## src/rtl/vga_pkg.sv

```systemverilog
// Shared VGA plot-path definitions: coordinate/colour widths, default screen
// size, pixel payload struct, arbiter state encoding and an on-screen test.
package vga_pkg;

    localparam int unsigned XW               = 8;
    localparam int unsigned YW               = 7;
    localparam int unsigned CW               = 3;
    localparam int unsigned SCREEN_W_DEFAULT = 160;
    localparam int unsigned SCREEN_H_DEFAULT = 120;

    typedef logic [CW-1:0] colour_t;

    typedef enum logic {
        CLEAR = 1'b0,
        ARB   = 1'b1
    } arb_state_t;

    typedef struct packed {
        logic [XW-1:0] x;
        logic [YW-1:0] y;
        colour_t       colour;
    } pixel_t;

    // Unsigned range test; coordinates at or beyond the limit are off-screen.
    function automatic logic on_screen(input pixel_t p, input int unsigned w,
                                       input int unsigned h);
        return (32'(p.x) < w) && (32'(p.y) < h);
    endfunction

endpackage

```

## src/rtl/rr_arbiter.sv

```systemverilog
// Round-robin arbiter with a rotating priority pointer.
// Ports:
//   CLOCK_50  in  clock
//   resetn    in  async active-low reset (pointer -> 0)
//   enable_i  in  allow grants this cycle
//   req_i     in  N_REQ request vector
//   gnt_c     out N_REQ one-hot grant (combinational)
module rr_arbiter #(
    parameter int unsigned N_REQ = 2
) (
    input  logic             CLOCK_50,
    input  logic             resetn,
    input  logic             enable_i,
    input  logic [N_REQ-1:0] req_i,
    output logic [N_REQ-1:0] gnt_c
);

    localparam int unsigned PW = (N_REQ > 1) ? $clog2(N_REQ) : 1;

    logic [PW-1:0] ptr_q, ptr_d;
    logic [PW-1:0] idx_c;
    logic          found_c;

    // Search from the pointer; the winner's successor becomes the new pointer.
    always_comb begin
        gnt_c   = '0;
        ptr_d   = ptr_q;
        found_c = 1'b0;
        idx_c   = '0;
        for (int unsigned k = 0; k < N_REQ; k++) begin
            idx_c = PW'((32'(ptr_q) + k) % N_REQ);
            if (enable_i && !found_c && req_i[idx_c]) begin
                gnt_c[idx_c] = 1'b1;
                found_c      = 1'b1;
                ptr_d        = (32'(idx_c) == N_REQ - 1) ? '0 : PW'(32'(idx_c) + 1);
            end
        end
    end

    always_ff @(posedge CLOCK_50 or negedge resetn) begin
        if (!resetn) begin
            ptr_q <= '0;
        end else begin
            ptr_q <= ptr_d;
        end
    end

endmodule

```

## src/rtl/vga_plot_arbiter.sv

```systemverilog
// Owns the VGA adapter plot port: full-screen clear after reset or on
// clear_req, then round-robin sharing between drawing engines, one pixel/clk.
// Ports:
//   CLOCK_50, resetn            clock, async active-low reset
//   clear_req                   pulse: restart the full-screen clear
//   req/req_x/req_y/req_colour  per-engine pixel requests and payloads
//   gnt                         one-hot grant (combinational)
//   clear_done                  high while arbitrating
//   drop                        pulse: granted pixel was off-screen
//   vga_x/vga_y/vga_colour/vga_plot  registered drive to vga_adapter
module vga_plot_arbiter
    import vga_pkg::*;
#(
    parameter int unsigned N_REQ        = 2,
    parameter int unsigned SCREEN_W     = SCREEN_W_DEFAULT,
    parameter int unsigned SCREEN_H     = SCREEN_H_DEFAULT,
    parameter colour_t     CLEAR_COLOUR = 3'b000
) (
    input  logic                       CLOCK_50,
    input  logic                       resetn,
    input  logic                       clear_req,
    input  logic [N_REQ-1:0]           req,
    input  logic [N_REQ-1:0][XW-1:0]   req_x,
    input  logic [N_REQ-1:0][YW-1:0]   req_y,
    input  logic [N_REQ-1:0][CW-1:0]   req_colour,
    output logic [N_REQ-1:0]           gnt,
    output logic                       clear_done,
    output logic                       drop,
    output logic [XW-1:0]              vga_x,
    output logic [YW-1:0]              vga_y,
    output logic [CW-1:0]              vga_colour,
    output logic                       vga_plot
);

    arb_state_t    state_q, state_d;
    logic [XW-1:0] cx_q, cx_d;
    logic [YW-1:0] cy_q, cy_d;
    pixel_t        pix_q, pix_d;
    logic          plot_q, plot_d;
    logic          drop_q, drop_d;
    logic          done_q, done_d;

    logic          arb_en_c;
    pixel_t        win_c;

    // A clear request steals the cycle: no grant, pointer untouched.
    assign arb_en_c = (state_q == ARB) && !clear_req;

    rr_arbiter #(.N_REQ(N_REQ)) u_rr (
        .CLOCK_50 (CLOCK_50),
        .resetn   (resetn),
        .enable_i (arb_en_c),
        .req_i    (req),
        .gnt_c    (gnt)
    );

    // Winner payload mux.
    always_comb begin
        win_c = '0;
        for (int unsigned i = 0; i < N_REQ; i++) begin
            if (gnt[i]) begin
                win_c = '{x: req_x[i], y: req_y[i], colour: req_colour[i]};
            end
        end
    end

    // Next state: column-major clear scan, then arbitration.
    always_comb begin
        state_d = state_q;
        cx_d    = cx_q;
        cy_d    = cy_q;
        pix_d   = pix_q;
        plot_d  = 1'b0;
        drop_d  = 1'b0;
        done_d  = 1'b0;
        case (state_q)
            CLEAR: begin
                plot_d = 1'b1;
                pix_d  = '{x: cx_q, y: cy_q, colour: CLEAR_COLOUR};
                if (cy_q == YW'(SCREEN_H - 1)) begin
                    cy_d = '0;
                    if (cx_q == XW'(SCREEN_W - 1)) begin
                        cx_d    = '0;
                        state_d = ARB;
                    end else begin
                        cx_d = cx_q + XW'(1);
                    end
                end else begin
                    cy_d = cy_q + YW'(1);
                end
            end
            ARB: begin
                if (clear_req) begin
                    state_d = CLEAR;
                    cx_d    = '0;
                    cy_d    = '0;
                end else begin
                    done_d = 1'b1;
                    if (|gnt) begin
                        pix_d = win_c;
                        if (on_screen(win_c, SCREEN_W, SCREEN_H)) begin
                            plot_d = 1'b1;
                        end else begin
                            drop_d = 1'b1;
                        end
                    end
                end
            end
            default: state_d = CLEAR;
        endcase
    end

    always_ff @(posedge CLOCK_50 or negedge resetn) begin
        if (!resetn) begin
            state_q <= CLEAR;
            cx_q    <= '0;
            cy_q    <= '0;
            pix_q   <= '0;
            plot_q  <= 1'b0;
            drop_q  <= 1'b0;
            done_q  <= 1'b0;
        end else begin
            state_q <= state_d;
            cx_q    <= cx_d;
            cy_q    <= cy_d;
            pix_q   <= pix_d;
            plot_q  <= plot_d;
            drop_q  <= drop_d;
            done_q  <= done_d;
        end
    end

    assign vga_x      = pix_q.x;
    assign vga_y      = pix_q.y;
    assign vga_colour = pix_q.colour;
    assign vga_plot   = plot_q;
    assign drop       = drop_q;
    assign clear_done = done_q;

endmodule

```

## config.mk

```make
export PLATFORM = sky130hd
export DESIGN_NAME = vga_plot_arbiter
export DESIGN_NICKNAME = d
export VERILOG_FILES = /design/src/rtl/vga_pkg.sv /design/src/rtl/rr_arbiter.sv /design/src/rtl/vga_plot_arbiter.sv
export SDC_FILE = /design/constraint.sdc
export NUM_CORES = 1
export LEC_CHECK = 0
export ABC_AREA = 1
export CORE_MARGIN = 5
export CORE_UTILIZATION = 46
export DETAILED_ROUTE_END_ITERATION = 8
export PLACE_DENSITY = 0.84
export SLEW_MARGIN = 20
export SYNTH_ARGS = -nofsm -noshare
export SYNTH_HDL_FRONTEND = slang
export SYNTH_SLANG_ARGS = --single-unit
```

## constraint.sdc

```tcl
create_clock -name CLOCK_50 -period 1.85 [get_ports CLOCK_50]
set_clock_uncertainty 0.15 [all_clocks]
set_input_delay 0.4625 -clock CLOCK_50 [delete_from_list [all_inputs] [get_ports CLOCK_50]]
set_output_delay 0.4625 -clock CLOCK_50 [all_outputs]
set_load 0.05 [all_outputs]
```

# Word level (Yosys, flattened, before mapping)
# Index checks and enable logic that the tools add are counted.
[word_totals] register_bits=38 elab_cells=81 memories=0 out_inout_bits=23 mem_bits_ro=0 latchBits=0 ramBits=0
[op_classes] mux=40 shifts=0 magnitude_cmp=6 multipliers=0 eq_ne=6 addsub=4 reduce_logical=13 n_div=0 bitwise=2
[ops] op="two-way mux 18 bit" n=4
[ops] op="case mux 18 bit (2 select lines)" n=1
[ops] op="two-way mux 8 bit" n=3
[ops] op="two-way mux 1 bit" n=22
[ops] op="case mux 8 bit (2 select lines)" n=1
[ops] op="two-way mux 7 bit" n=2
[ops] op="case mux 7 bit (2 select lines)" n=1
[ops] op="adder 8 x 1 -> 8 bit, second input constant" n=1
[ops] op="== test 8 bit, second input constant" n=1
[ops] op="< comparator 8 bit, second input constant" n=1
[ops] op="adder 7 x 1 -> 7 bit, second input constant" n=1
[ops] op="== test 7 bit, second input constant" n=1
[ops] op="logical AND 1 bit" n=7
[ops] op="< comparator 7 bit, second input constant" n=1
[ops] op="!= test 2 bit, second input constant" n=3
[ops] op="< comparator 1 x 2 -> 1 bit, second input constant" n=2
[ops] op="two-way mux 2 bit" n=2
[ops] op="case mux 1 bit (2 select lines)" n=2
[ops] op="AND reduction 2 bit" n=2
[ops] op="adder 1 bit, second input constant" n=2
[ops] op="demux 1 bit (select 1 bit)" n=2
[ops] op="greater-or-equal comparator 1 bit, second input constant" n=2
[ops] op="logical NOT 1 bit" n=2
[ops] op="!= test 2 x 1 -> 1 bit, second input constant" n=1
[ops] op="other kinds (4)" n=4

# Depth between registers and ports, before layout
[logic_depth] word_depth=16 ltp_mapped=11 depth_no_buf=10

# By module
# A second synthesis with hierarchy kept.
[unflattened] cells_unflattened=257 area_unflattened_um2=2043.2
[by_module_without_submodules] module="vga_plot_arbiter" cells_per_inst=248 seq_area_each_um2=925.9 instances=1 area_per_inst_um2=1976.9
[by_module_without_submodules] module="rr_arbiter" cells_per_inst=9 seq_area_each_um2=25.0 instances=1 area_per_inst_um2=66.3

# Worst setup path before layout
# OpenSTA, ideal clock, no wires.
[synth_path] path_type="input-to-output" startpoint="input port clear_req" endpoint="output port gnt[1]" n_path_buf=1 slack_ps=57 arrival_ps=1180 path_stages=6 path_cell_list="inv_2 nand2_8 nor2_8 inv_1 a21oi_2 buf_4"
[synth_between] elab_chain_cells=8
[synth_lines] item="start, declared" line_no="vga_plot_arbiter.sv:21" rtl="input logic clear_req,"
[synth_lines] item="logical NOT 1 bit (*)" line_no="vga_plot_arbiter.sv:47" rtl="assign arb_en_c = (state_q == ARB) && !clear_req;"
[synth_lines] item="logical AND 1 bit (*)" line_no="vga_plot_arbiter.sv:47"
[synth_lines] item="logical AND 1 bit" line_no="rr_arbiter.sv:32" rtl="if (enable_i && !found_c && req_i[idx_c]) begin"
[synth_lines] item="two-way mux 1 bit" line_no="rr_arbiter.sv:32"
[synth_lines] item="logical NOT 1 bit" line_no="rr_arbiter.sv:32"
[synth_lines] item="logical AND 1 bit (2 in series)" line_no="rr_arbiter.sv:32"
[synth_lines] item="two-way mux 2 bit (*)" line_no="rr_arbiter.sv:32"
[synth_lines] item="end, declared" line_no="vga_plot_arbiter.sv:26" rtl="output logic [N_REQ-1:0] gnt,"
# Mark *: on every way between the ends. The rest lies on a longest branch, timed or not.

# Final worst setup path
[layout_path] startpoint="input port req[1]" endpoint="output port gnt[1]"
[layout_between] elab_chain_cells=8
[layout_lines] item="start, declared" line_no="vga_plot_arbiter.sv:22" rtl="input logic [N_REQ-1:0] req,"
[layout_lines] item="two-way mux 1 bit (implied by the code) (2 in series)" line_no="rr_arbiter.sv:32"
[layout_lines] item="logical AND 1 bit" line_no="rr_arbiter.sv:32"
[layout_lines] item="two-way mux 1 bit" line_no="rr_arbiter.sv:32"
[layout_lines] item="logical NOT 1 bit" line_no="rr_arbiter.sv:32"
[layout_lines] item="logical AND 1 bit (2 in series)" line_no="rr_arbiter.sv:32"
[layout_lines] item="two-way mux 2 bit (*)" line_no="rr_arbiter.sv:32"
# Mark *: on every way between the ends. The rest lies on a longest branch, timed or not. The select of a mux whose other input is x is not followed.

==> results by group <==
Status
  • Outcome: finished, violations left
  • Failing checks: setup timing

STA
  • Slew @ Worst Pin: 0.481 ns
  • Setup TNS: -0.0153 ns
  • Unrepaired setup endpoints after global routing: yes
  • Setup ws final: -0.0153 ns
  • Final period util: 101%
  • Hold slack: 0.0502 ns
  • Final Setup Violations: 1
  • Slew margin rel.: 68.0%
  • Final Hold Fails: 0
  • Post-route minimum period: 1.87 ns
  • Achievable Freq: 0.536 GHz
  • Fin. max-slew vios: 0

Logic synthesis
  • Post-Syn Area per Cell: 8.24 um^2
  • Synth Register Bits: 38
  • Post-synth cell types: 30
  • Post-Syn Area: 0.00199 mm^2
  • Post-synth net total: 284
  • Yosys warns: 0
  • Syn Inst Count: 241
  • Post-synthesis sequential area ratio: 47.9%

Floorplanning
  • Die extent in y: 75.7 um
  • Core Region: 0.00409 mm^2
  • Initial core utilization: 48.6%
  • Die area: 0.00573 mm^2
  • Rows: 23
  • # IOs: 64
  • Die width: 75.7 um

Worst setup path
  • Crit end category: output pin
  • Worst Path Required: 1.24 ns
  • CP Max Fanout: 2
  • Critical path class: in -> out
  • Crit path DAT: 1.25 ns
  • Crit path launch type: primary input

Finish
  • Multi-input gate area: 915 um^2
  • Nets: 374
  • Fill count: 251
  • Ant. Diodes: 0
  • Ratio of cells with drive above 1 in the final layout: 23.2%
  • Area Growth Syn to Fin: 59.0%
  • Reg area: 952 um^2

Clock network
  • CTS max path bufs: 2
  • Clock Pin Slew Worst Setup and Hold Paths: 0.07 ns
  • Clock Tree Root: clkbuf_8
  • Clock Latency Late Sink: 0.29 ns
  • CTS buffer count: 5
  • CTS tree: done
  • Clock sinks: 38
  • H-Tree Depth: 2

Global route
  • Met2 usage: 38.4%
  • Largest net degree at the start of global routing: 39
  • Vias in the first global route: 2023
  • Initial antenna violation count: 0
  • Overall routing resource usage: 21.2%
  • GRT busiest layer: met2
  • Total grt overflow: 0
  • First-pass GRT wire length: 9100 um
  • Met1 usage: 24.6%
  • Met3 GRT Util: 5.54%

Placed design
  • PortBufs: 63
  • Post-DP HPWL: 4240 um
  • Gpl congestion: 0.839
  • Pre-CTS setup slack: -0.369 ns

Pwr
  • Total power: 3.97 mW
  • Worst vdd ir: 0.756 mV
  • Leakage: 1.49 nW
  • Pwr Density: 1260 mW/mm^2

Routing
  • DRT Pass-1 Iters: 7
  • Final ANT Viol Nets: 0
  • DRC: 0
  • Via density per instance: 5.48
  • Routed via count: 2093
  • Iter 0 DRT Violations: 120
  • WL per Instance: 15.5 um
  • WL final: 5930 um

Worst hold path
  • Worst Hold Class: in -> async

Run
  • Max-Cap Viols: 0
==> worst max-delay path, cell delays in order <==
cell and delay (ns):
dlygate4sd2_1 0.24, inv_2 0.07, nor2_8 0.10, inv_2 0.05, a21oi_4 0.16, buf_12 0.16
==> metal layers <==
metal	routed length, um	vias to the layer above
li1	-	976
met3	289	22
met1	2240	1024
met4	144	0
met5	0	-
met2	3260	71
==> report_power, final <==
group          internal (mW)  switching, mW
Clock                  0.301          0.286
Combinational          0.924          0.992
Sequential              1.13          0.330
Total                   2.36           1.61
==> cell families after synthesis <==
family                     count (synthesis)  share of synthesized area [%]
AOI/OAI and AO/OA                         29                           9.20
xor gates and xnor gates                   6                           2.65
adders and majority gates                  2                           1.26
buffers and inverters                     29                           6.93
DFF                                       38                           47.9
and+or+nand+nor                          137                           32.1
==> cell type report <==
type / count / share of cell area [%]
Timing Repair Buffer: 89 / 33.2
Sequential cell: 38 / 30.2
Multi-Input combinational cell: 174 / 29.0
Inverter: 23 / 2.81
Tap cell: 50 / 1.98
Clock buffer: 7 / 2.73
Clock inverter: 1 / 0.158
==> flip-flops by register name (all words and copies together) (netlist names) <==
name and cells:
cy_q 7, state_q 1, u_rr.ptr_q 1, drop 1, vga_colour 3, vga_x 8, clear_done 1, cx_q 8
vga_plot 1, vga_y 7
==> path summary, 6_finish.rpt <==
check / startpoint / end / slack [ns] / depth (start not counted)
max reg2reg: state_q / vga_x[3] / 0.13 / 10
min reg2reg: cx_q[6] / vga_x[6] / 0.34 / 2
max: req[1] / gnt[1] / -0.02 / 6
min: resetn / vga_y[2] / 0.05 / 2
min in group CLOCK_50: cx_q[6] / vga_x[6] / 0.34 / 2
max in group asynchronous: resetn / state_q / 1.13 / 2
==> repair_timing <==
item | CTS | global route
gates resized for setup | 12 | 4
setup endpoints to repair | 2 | 3
buffers inserted | 2 | 6
pin swaps | 1 | 2
hold buffers | 0 | 0
==> per-stage QoR <==
| step | cell area (um^2) | util [%] | cells |
|---|---|---|---|
| final | 3160 | 77.3 | 382 |
| after global routing | 3160 | 77.3 | 382 |
| after CTS | 3100 | 75.9 | 376 |
| after detailed placement | 2990 | 73.2 | 366 |
| after global placement | 2990 | 73.2 | 366 |
| after floorplan | 1990 | - | 241 |
==> placed cells by master, fill, tap and decap left out <==
cell,netlist,final
a21oi_1,7,7
a21oi_4,0,1
a32o_1,1,1
buf_12,0,23
buf_2,0,2
buf_4,3,25
buf_6,2,1
clkbuf_1,1,1
clkbuf_8,0,6
clkdlybuf4s15_1,0,1
clkdlybuf4s50_1,0,36
clkinv_2,0,1
dfrtp_1,38,37
dfrtp_2,0,1
dlygate4sd2_1,0,1
ha_1,2,2
inv_1,19,16
inv_2,3,6
inv_4,1,1
nand2_1,90,88
nand2_2,1,2
nand2_4,0,1
nand2_8,1,1
nand3_1,14,14
nand3_2,1,1
nand4_1,13,13
nor2_1,11,11
nor2_2,1,1
nor2_4,2,2
nor2_8,1,1
nor3_1,1,1
nor3_4,1,1
o2111ai_1,4,4
o21ai_0,4,4
o21ai_1,3,3
o22ai_1,7,7
o31ai_1,2,2
xnor2_1,1,1
xor2_1,5,5
==> synthesized netlist by cell type <==
cell       count  area [um^2]
a21oi_1        7         35.0
a21oi_2        1         8.76
a32o_1         1         10.0
buf_4          3         22.5
buf_6          2         22.5
clkbuf_1       1         3.75
dfrtp_1       38          951
ha_1           2         25.0
inv_1         19         71.3
inv_2          3         11.3
inv_4          1         6.26
nand2_1       90          338
nand2_2        1         6.26
nand2_8        1         20.0
nand3_1       14         70.1
nand3_2        1         10.0
nand4_1       13         81.3
nor2_1        11         41.3
nor2_2         1         6.26
nor2_4         2         22.5
nor2_8         1         20.0
nor3_1         1         5.00
nor3_4         1         16.3
o2111ai_1      4         35.0
o21ai_0        4         20.0
o21ai_1        3         15.0
o22ai_1        7         43.8
o31ai_1        2         15.0
xnor2_1        1         8.76
xor2_1         5         43.8
Note: power is estimated with default switching activity, not from simulation.
